<file path="config.mk">
export PLATFORM = sky130hd
export DESIGN_NAME = fifo_rd_stream_flat
export DESIGN_NICKNAME = d
export VERILOG_FILES = /design/src/rtl/fifo_pkg.sv /design/src/rtl/fifo_rd_stream_if.sv /design/src/rtl/fifo_rd_buf.sv /design/src/rtl/fifo_rd_stream.sv /design/src/flat_wrapper.sv
export SDC_FILE = /design/constraint.sdc
export NUM_CORES = 1
export LEC_CHECK = 0
export ABC_AREA = 1
export CORE_MARGIN = 2
export CORE_UTILIZATION = 50
export CTS_CLUSTER_SIZE = 24
export DETAILED_ROUTE_END_ITERATION = 8
export PLACE_DENSITY = 0.76
export SYNTH_ARGS = -nofsm -noshare
export SYNTH_HDL_FRONTEND = slang
export SYNTH_SLANG_ARGS = --single-unit
</file>
<file path="constraint.sdc">
create_clock -name clk -period 2 [get_ports clk]
set_input_delay 0.4 -clock clk [delete_from_list [all_inputs] [get_ports clk]]
set_output_delay 0.4 -clock clk [all_outputs]
set_load 0.005 [all_outputs]
</file>
<file path="src/rtl/fifo_pkg.sv">
// Shared definitions for the ip_fifo read-side stream adapter.
// Holds default WIDTH/DEPTH and the helpers that size the occupancy counter
// and the circular-buffer pointers.
package fifo_pkg;

  localparam int unsigned FIFO_WIDTH = 8;
  localparam int unsigned FIFO_DEPTH = 3;

  // Occupancy counts 0..depth inclusive.
  function automatic int unsigned occ_w(input int unsigned depth);
    return $clog2(depth + 1);
  endfunction

  // Pointer addresses 0..depth-1; never narrower than one bit.
  function automatic int unsigned ptr_w(input int unsigned depth);
    return (depth < 2) ? 1 : $clog2(depth);
  endfunction

endpackage

</file>
<file path="src/rtl/fifo_rd_stream_if.sv">
// Bus bundle for fifo_rd_stream.
//   ip_fifo side : empty (to adapter), rd_en (from adapter), dout (to adapter)
//   stream side  : m_valid/m_data (from adapter), m_ready (to adapter)
// Modports: master = the adapter, slave = the ip_fifo plus stream consumer.
interface fifo_rd_stream_if
  import fifo_pkg::*;
#(
  parameter int unsigned WIDTH = FIFO_WIDTH
);

  logic             empty;
  logic             rd_en;
  logic [WIDTH-1:0] dout;
  logic             m_valid;
  logic             m_ready;
  logic [WIDTH-1:0] m_data;

  modport master (
    input  empty,
    input  dout,
    input  m_ready,
    output rd_en,
    output m_valid,
    output m_data
  );

  modport slave (
    output empty,
    output dout,
    output m_ready,
    input  rd_en,
    input  m_valid,
    input  m_data
  );

endinterface

</file>
<file path="src/rtl/fifo_rd_buf.sv">
// Circular capture buffer for fifo_rd_stream.
// Ports:
//   clk, rst     clock, asynchronous active-high reset
//   wr_en        capture wr_data into the slot at wptr
//   wr_data      word to capture
//   rd_en        retire the word at rptr (caller guarantees occ != 0)
//   rd_data_c    word at rptr, combinational from state
//   occ          number of held words, 0..DEPTH
// The data array is not reset; only pointers and occupancy are.
module fifo_rd_buf
  import fifo_pkg::*;
#(
  parameter  int unsigned WIDTH = FIFO_WIDTH,
  parameter  int unsigned DEPTH = FIFO_DEPTH,
  localparam int unsigned OCC_W = occ_w(DEPTH),
  localparam int unsigned PTR_W = ptr_w(DEPTH)
) (
  input  logic             clk,
  input  logic             rst,
  input  logic             wr_en,
  input  logic [WIDTH-1:0] wr_data,
  input  logic             rd_en,
  output logic [WIDTH-1:0] rd_data_c,
  output logic [OCC_W-1:0] occ
);

  logic [WIDTH-1:0] mem [DEPTH];
  logic [PTR_W-1:0] wptr;
  logic [PTR_W-1:0] rptr;

  // Advance a pointer, wrapping DEPTH-1 back to 0.
  function automatic logic [PTR_W-1:0] ptr_inc(input logic [PTR_W-1:0] p);
    return (p == PTR_W'(DEPTH - 1)) ? '0 : p + PTR_W'(1);
  endfunction

  // Pointer and occupancy bookkeeping.
  always_ff @(posedge clk or posedge rst) begin
    if (rst) begin
      wptr <= '0;
      rptr <= '0;
      occ  <= '0;
    end else begin
      if (wr_en) wptr <= ptr_inc(wptr);
      if (rd_en) rptr <= ptr_inc(rptr);
      occ <= occ + OCC_W'(wr_en) - OCC_W'(rd_en);
    end
  end

  // Data storage, no reset.
  always_ff @(posedge clk) begin
    if (wr_en) mem[wptr] <= wr_data;
  end

  assign rd_data_c = mem[rptr];

endmodule

</file>
<file path="src/rtl/fifo_rd_stream.sv">
// Read-side adapter for ip_fifo: issues rd_en, captures dout one cycle later
// into a small circular buffer and presents it as a first-word-fall-through
// valid/ready stream.
// Ports:
//   clk        read-domain clock (ip_fifo rd_clk)
//   rst        asynchronous active-high reset
//   word_cnt   32-bit pop counter, present only with FIFO_RD_STREAM_CNT_EN
//   bus        fifo_rd_stream_if.master: empty/rd_en/dout, m_valid/m_ready/m_data
// Optional feature macro: FIFO_RD_STREAM_CNT_EN.
module fifo_rd_stream
  import fifo_pkg::*;
#(
  parameter  int unsigned WIDTH = FIFO_WIDTH,
  parameter  int unsigned DEPTH = FIFO_DEPTH,
  localparam int unsigned OCC_W = occ_w(DEPTH)
) (
  input  logic                     clk,
  input  logic                     rst,
`ifdef FIFO_RD_STREAM_CNT_EN
  output logic [31:0]              word_cnt,
`endif
  fifo_rd_stream_if.master         bus
);

  logic [OCC_W-1:0] occ;
  logic             pend;
  logic             pop;
  logic             credit_ok;
  logic [WIDTH-1:0] rd_data_c;

  // Words held plus the one in flight must leave room for another read, so
  // the buffer can never overflow regardless of m_ready.
  assign credit_ok = (({1'b0, occ} + (OCC_W + 1)'(pend)) < (OCC_W + 1)'(DEPTH));
  assign bus.rd_en = ~rst & ~bus.empty & credit_ok;

  assign bus.m_valid = (occ != '0);
  assign bus.m_data  = rd_data_c;
  assign pop         = bus.m_valid & bus.m_ready;

  // rd_en delayed by one cycle: marks dout as valid this cycle.
  always_ff @(posedge clk or posedge rst) begin
    if (rst) pend <= 1'b0;
    else     pend <= bus.rd_en;
  end

  fifo_rd_buf #(
    .WIDTH (WIDTH),
    .DEPTH (DEPTH)
  ) u_buf (
    .clk       (clk),
    .rst       (rst),
    .wr_en     (pend),
    .wr_data   (bus.dout),
    .rd_en     (pop),
    .rd_data_c (rd_data_c),
    .occ       (occ)
  );

`ifdef FIFO_RD_STREAM_CNT_EN
  // Delivered-word counter, wraps modulo 2^32.
  always_ff @(posedge clk or posedge rst) begin
    if (rst)      word_cnt <= '0;
    else if (pop) word_cnt <= word_cnt + 32'd1;
  end
`endif

endmodule

</file>
<file path="src/flat_wrapper.sv">
// flat-port wrapper written by rule: the top's interface ports become plain ports
module fifo_rd_stream_flat import fifo_pkg::*;
#(
  parameter  int unsigned WIDTH = FIFO_WIDTH,
  parameter  int unsigned DEPTH = FIFO_DEPTH,
  localparam int unsigned OCC_W = occ_w(DEPTH)
)
  (clk, rst, bus_empty, bus_dout, bus_m_ready, bus_rd_en, bus_m_valid, bus_m_data);
  fifo_rd_stream_if #(.WIDTH(WIDTH)) bus_i ();
  input  logic clk;
  input  logic rst;
  input wire logic [$bits(bus_i.empty)-1:0] bus_empty;
  input wire logic [$bits(bus_i.dout)-1:0] bus_dout;
  input wire logic [$bits(bus_i.m_ready)-1:0] bus_m_ready;
  output wire logic [$bits(bus_i.rd_en)-1:0] bus_rd_en;
  output wire logic [$bits(bus_i.m_valid)-1:0] bus_m_valid;
  output wire logic [$bits(bus_i.m_data)-1:0] bus_m_data;
  assign bus_i.empty = bus_empty;
  assign bus_i.dout = bus_dout;
  assign bus_i.m_ready = bus_m_ready;
  assign bus_rd_en = bus_i.rd_en;
  assign bus_m_valid = bus_i.m_valid;
  assign bus_m_data = bus_i.m_data;
  fifo_rd_stream #(.WIDTH(WIDTH), .DEPTH(DEPTH)) u_core (.clk(clk), .rst(rst), .bus(bus_i));
endmodule
</file>
After elaboration in Yosys (flattened, before gate mapping)
Memory sizes are Yosys's and may differ from the RTL's. Index checks and enable logic that the tools add are counted.

Register bits after elaboration: 7. Bits in latches: 0. RAM bits: 24. ROM bits: 0. Input bits: 12. Memories kept: 1.

Memory list: u_core.u_buf.mem (words 3, bits a word 8, rd ports 1, clocked after memory_dff 0, wr ports 1, RTL line fifo_rd_buf.sv:27) `logic [WIDTH-1:0] mem [DEPTH];`.

Add/subtract/negate cells: 5. Multiply operators: 0. Divide/modulo/power cells: 0. $lt $le $gt $ge: 1. Equal/unequal tests: 2. Shift-type cells: 0. Multiplexer cells: 4. Bitwise operators: 5. Reductions and logical operators: 1.

Operators by type and width (number): 2-bit by 1-bit adder with 2-bit output (second input constant) (2); 2-bit equality test (second input constant) (2); 2-bit 2-to-1 mux (2); 2-bit by 1-bit adder with 3-bit output (1); 1-bit AND (3); 3-bit by 2-bit less-than comparator with 1-bit output (second input constant) (1); 2-bit by 1-bit adder with 2-bit output (1); 1-bit 2-to-1 mux (2); 1-bit inverter (2); 2-bit nonzero test (1); 2-bit by 1-bit subtractor with 2-bit output (1).

Depth between registers and ports, before layout
Word-level depth: 3. Mapped depth: 10.

Cells and area by module
Synthesis repeated with hierarchy kept, for this count alone.

Cell total of the unflattened synthesis: 106. Area, all modules: 1321.3 µm².

Modules (own cells, without submodules): fifo_rd_buf (times used 1, cells each 94, area an instance 1231.2 µm², seq. area each 870.8 µm²); fifo_rd_stream (times used 1, cells each 12, area an instance 90.1 µm², seq. area each 25.0 µm²).

Least setup slack after synthesis
No wires, ideal clock.

Kind: reg2out. Start: register u_core.pend. End: output bus_rd_en. Arrival: 1080 ps. Path slack: 520 ps. Cell stages (with the launch flop): 6. Path through: dfrtp_1 ha_1 ha_1 nand2_1 nand2_1 nor2_1.

Longest elaborated chain between the ends: 3.

Ends and longest elaborated chain: start: declaration (RTL line fifo_rd_stream.sv:26) `logic pend;`; start signal: assignment (RTL line fifo_rd_stream.sv:43) `else pend <= bus.rd_en;`; 2-bit by 1-bit adder with 3-bit output (RTL line fifo_rd_stream.sv:33) `assign credit_ok = (({1'b0, occ} + (OCC_W + 1)'(pend)) < (OCC_W + 1)'(DEPTH));`; 3-bit by 2-bit less-than comparator with 1-bit output (RTL line fifo_rd_stream.sv:33); 1-bit AND (RTL line fifo_rd_stream.sv:34) `assign bus.rd_en = ~rst & ~bus.empty & credit_ok;`; end: declaration (RTL line flat_wrapper.sv:15) `output wire logic [$bits(bus_i.rd_en)-1:0] bus_rd_en;`.

No other way between the ends.

Worst setup path in the final report
Start: register u_core.u_buf.occ[1]. End: output bus_m_valid.

Longest elaborated chain between the ends: 1.

Ends and longest elaborated chain: start: declaration (RTL line fifo_rd_buf.sv:24) `output logic [OCC_W-1:0] occ`; start signal: assignment (RTL line fifo_rd_buf.sv:45) `occ <= occ + OCC_W'(wr_en) - OCC_W'(rd_en);`; 2-bit nonzero test (RTL line fifo_rd_stream.sv:36) `assign bus.m_valid = (occ != '0);`; end: declaration (RTL line flat_wrapper.sv:16) `output wire logic [$bits(bus_i.m_valid)-1:0] bus_m_valid;`.

No other way between the ends.

==> flow_metrics.env <==
export IMPL_rsz0062_at_grt="false"
export IMPL_num_rows=18
export IMPL_drc=0
export IMPL_syn_nets=124
export IMPL_synth_warnings=0
export IMPL_port_buffers=21
export IMPL_via_count=873
export IMPL_cts_tree="built"
export IMPL_yosysMostFrequentCell="nand2_1"
export IMPL_postRouteAntennaNets=0
export IMPL_critPathMaxFanout=4
export IMPL_hold_viol_final=0
export IMPL_run_status="finished clean"
export IMPL_final_util_pct=67.18
export IMPL_pre_cts_slack_ns=0.01774
export IMPL_min_path_type="primary input to async pin"
export IMPL_power_density_mw_per_mm2=1246
export IMPL_fin_nets=160
export IMPL_slew_viol_final=0
export IMPL_die_w_um=54.15
export IMPL_clock_sinks=31
export IMPL_syn_area_mm2=0.001257
export IMPL_grt_ovfl_total=0
export IMPL_synth_avg_cell_area_um2=11.64
export IMPL_synth_seq_area_share_pct=71.24
export IMPL_post_drt_wl_per_cell_um=13.33
export IMPL_start_util_pct=51.70
export IMPL_p_sw_uw=680.2
export IMPL_grt_pass1_wl_mm=3.560
export IMPL_layout_drive_gt1_share_pct=15.86
export IMPL_grtUsageTotal_pct=18.73
export IMPL_gp_congestion=0.7446
export IMPL_cts_hold_buffers_added=0
export IMPL_placed_area_mm2=0.001538
export IMPL_fin_crit_ns=1.884
export IMPL_synth_ff_type="edfxtp_1"
export IMPL_diodes=0
export IMPL_synth_edf_count=24
export IMPL_grt_pass1_vias=817
export IMPL_fmax_ghz=0.5307
export IMPL_clock_path_buffers=2
export IMPL_internal_power_uw=1356
export IMPL_first_pass_iters=4
export IMPL_cts_root_buf="clkbuf_4"
export IMPL_design_area_mm2=0.001634
export IMPL_cts_buffers_inserted=5
export IMPL_fp_dieH_um=54.15
export IMPL_insertion_delay_ns=0.32
export IMPL_synth_largest_area_cell="edfxtp_1"
export IMPL_max_slew_margin_pct=68.36
export IMPL_clkTransAtPathRegs_ns=0.09
export IMPL_ctsHtreeMaxLevel=2
export IMPL_yosys_top_cells_count="nand2_1, edfxtp_1, nand3_1"
export IMPL_drt_total_wl_mm=2.333
export IMPL_power_frac_comb_pct=39.8
export IMPL_ys_ff_latch=31
export IMPL_viasPerCell=4.989
export IMPL_end_kind="output pin"
export IMPL_synthTopCellsByArea="edfxtp_1, dfrtp_1, nand2_1"
export IMPL_antenna_found_initial=0
export IMPL_finalWorstSetupSlack_ns=0.1155
export IMPL_pwr_share_clk_pct=16.5
export IMPL_required_ns=1.60
export IMPL_setup_viol=0
export IMPL_synthCells=108
export IMPL_grt_max_degree=11
export IMPL_io_pins=22
export IMPL_p_seq_share_pct=43.7
export IMPL_synth_cell_type_count=12
export IMPL_tightest_slew_ns=0.4710
export IMPL_vdd_drop_max_v=0.0007309
export IMPL_fin_crit_sh_pct=94.22
export IMPL_drtIter0Drc=14
export IMPL_synth_top_area_share_pct=57.31
export IMPL_place_inst=163
export IMPL_hpwl_mm=1.568
export IMPL_core_area_mm2=0.002432
export IMPL_area_growth_synth_to_final_pct=29.95
export IMPL_drv_cap=0
export IMPL_swShare_pct=33.41
export IMPL_ys_async_sr_fraction_pct=22.58
export IMPL_fill_cells=200
export IMPL_skew_ns=0.006495
export IMPL_arrival_ns=1.48
export IMPL_final_cells=175
export IMPL_crit_type="register to output pin"
export IMPL_die_area_mm2=0.002932
export IMPL_startpoint_type="register"
export IMPL_power_leakage_uw=0.0007094
==> cells by family (layout without fill, tap and decap cells) <==
kind of cell | after synthesis | in the layout | synth area share [%]
and+or+nand+nor | 55 | 55 | 18.81
DFF | 31 | 31 | 71.24
buffers and inverters | 16 | 53 | 5.174
adders and majority gates | 4 | 4 | 3.980
AOI/OAI and AO/OA | 2 | 2 | 0.7961
==> cell usage in the layout, fill, tap and decap left out, types with 2 or more instances in the layout <==
cell and count:
o21ai_0 2, clkbuf_4 5, buf_6 2, clkbuf_1 2
dlygate4sd2_1 8, inv_1 13, buf_4 8, nand2_1 29
ha_1 2, nand3_1 21, nor2_1 2, clkdlybuf4s50_1 12
edfxtp_1 24, dfrtp_1 6
==> worst max-delay path, cell delays in order, from the launching register on <==
cell,delay (ns)
dfrtp_1,0.45
inv_1,0.08
nand2_1,0.12
clkdlybuf4s50_1,0.51
==> power groups by stage <==
stage | Clock [µW] | Sequential (µW) | Combinational (µW)
after floorplan | 0 | 877 | 401
after global placement | 0 | 894 | 761
after detailed placement | 0 | 900 | 798
after CTS | 345 | 883 | 815
after global routing | 383 | 901 | 935
final | 336 | 890 | 810
==> what timing repair did <==
item | 4_1_cts | 5_1_grt
buffers inserted | 4 | 0
setup endpoints to repair | 9 | 1
pin swaps | 1 | 4
gates resized for setup | 17 | 3
==> final cells by class <==
type | instances | area [µm²] | share of cell area (%)
clock buffers | 7 | 45.04 | 2.757
clock inverters | 1 | 5.005 | 0.3063
inverters | 14 | 52.55 | 3.216
multi-input cells | 61 | 319.1 | 19.53
flip-flops and latches | 31 | 897.1 | 54.90
well taps | 30 | 37.54 | 2.297
repair buffers | 31 | 277.8 | 17.00
==> worst paths after layout <==
kind                                      start                    to  slack [ns]  cells after the start
setup reg to reg            u_core.u_buf.occ[0]   u_core.u_buf.occ[1]        0.45                     11
setup / recovery            u_core.u_buf.occ[1]           bus_m_valid        0.12                      3
hold / removal                              rst           u_core.pend        0.34                      2
hold reg to reg            u_core.u_buf.wptr[1]  u_core.u_buf.wptr[1]        0.59                      2
max in group asynchronous                   rst  u_core.u_buf.rptr[1]        1.41                      2
min in group clk           u_core.u_buf.wptr[1]  u_core.u_buf.wptr[1]        0.59                      2
==> registers in the layout, summed over array words and instances, names as in the netlist <==
signal and flops:
u_core.pend 1, u_core.u_buf.occ 2, u_core.u_buf.rptr 2, u_core.u_buf.wptr 2, u_core.u_buf.mem 24
==> stage by stage <==
step	total power, µW	setup TNS (ns)	hold slack [ns]
2_1_floorplan	1278	0	0.2034
3_3_place_gp	1655	0	0.5200
3_5_place_dp	1698	0	0.5318
4_1_cts	2044	-0.03239	0.3499
5_1_grt	2218	0	0.3754
6_report	2036	0	0.3439
==> per-layer routing <==
metal | routed length (µm) | global-route usage, %
met1 | 881 | 20.15
met2 | 1286 | 32.53
met3 | 139 | 8.333
met4 | 26 | 6.250
met5 | 0 | 0
Power figures use the tool's default switching activity.
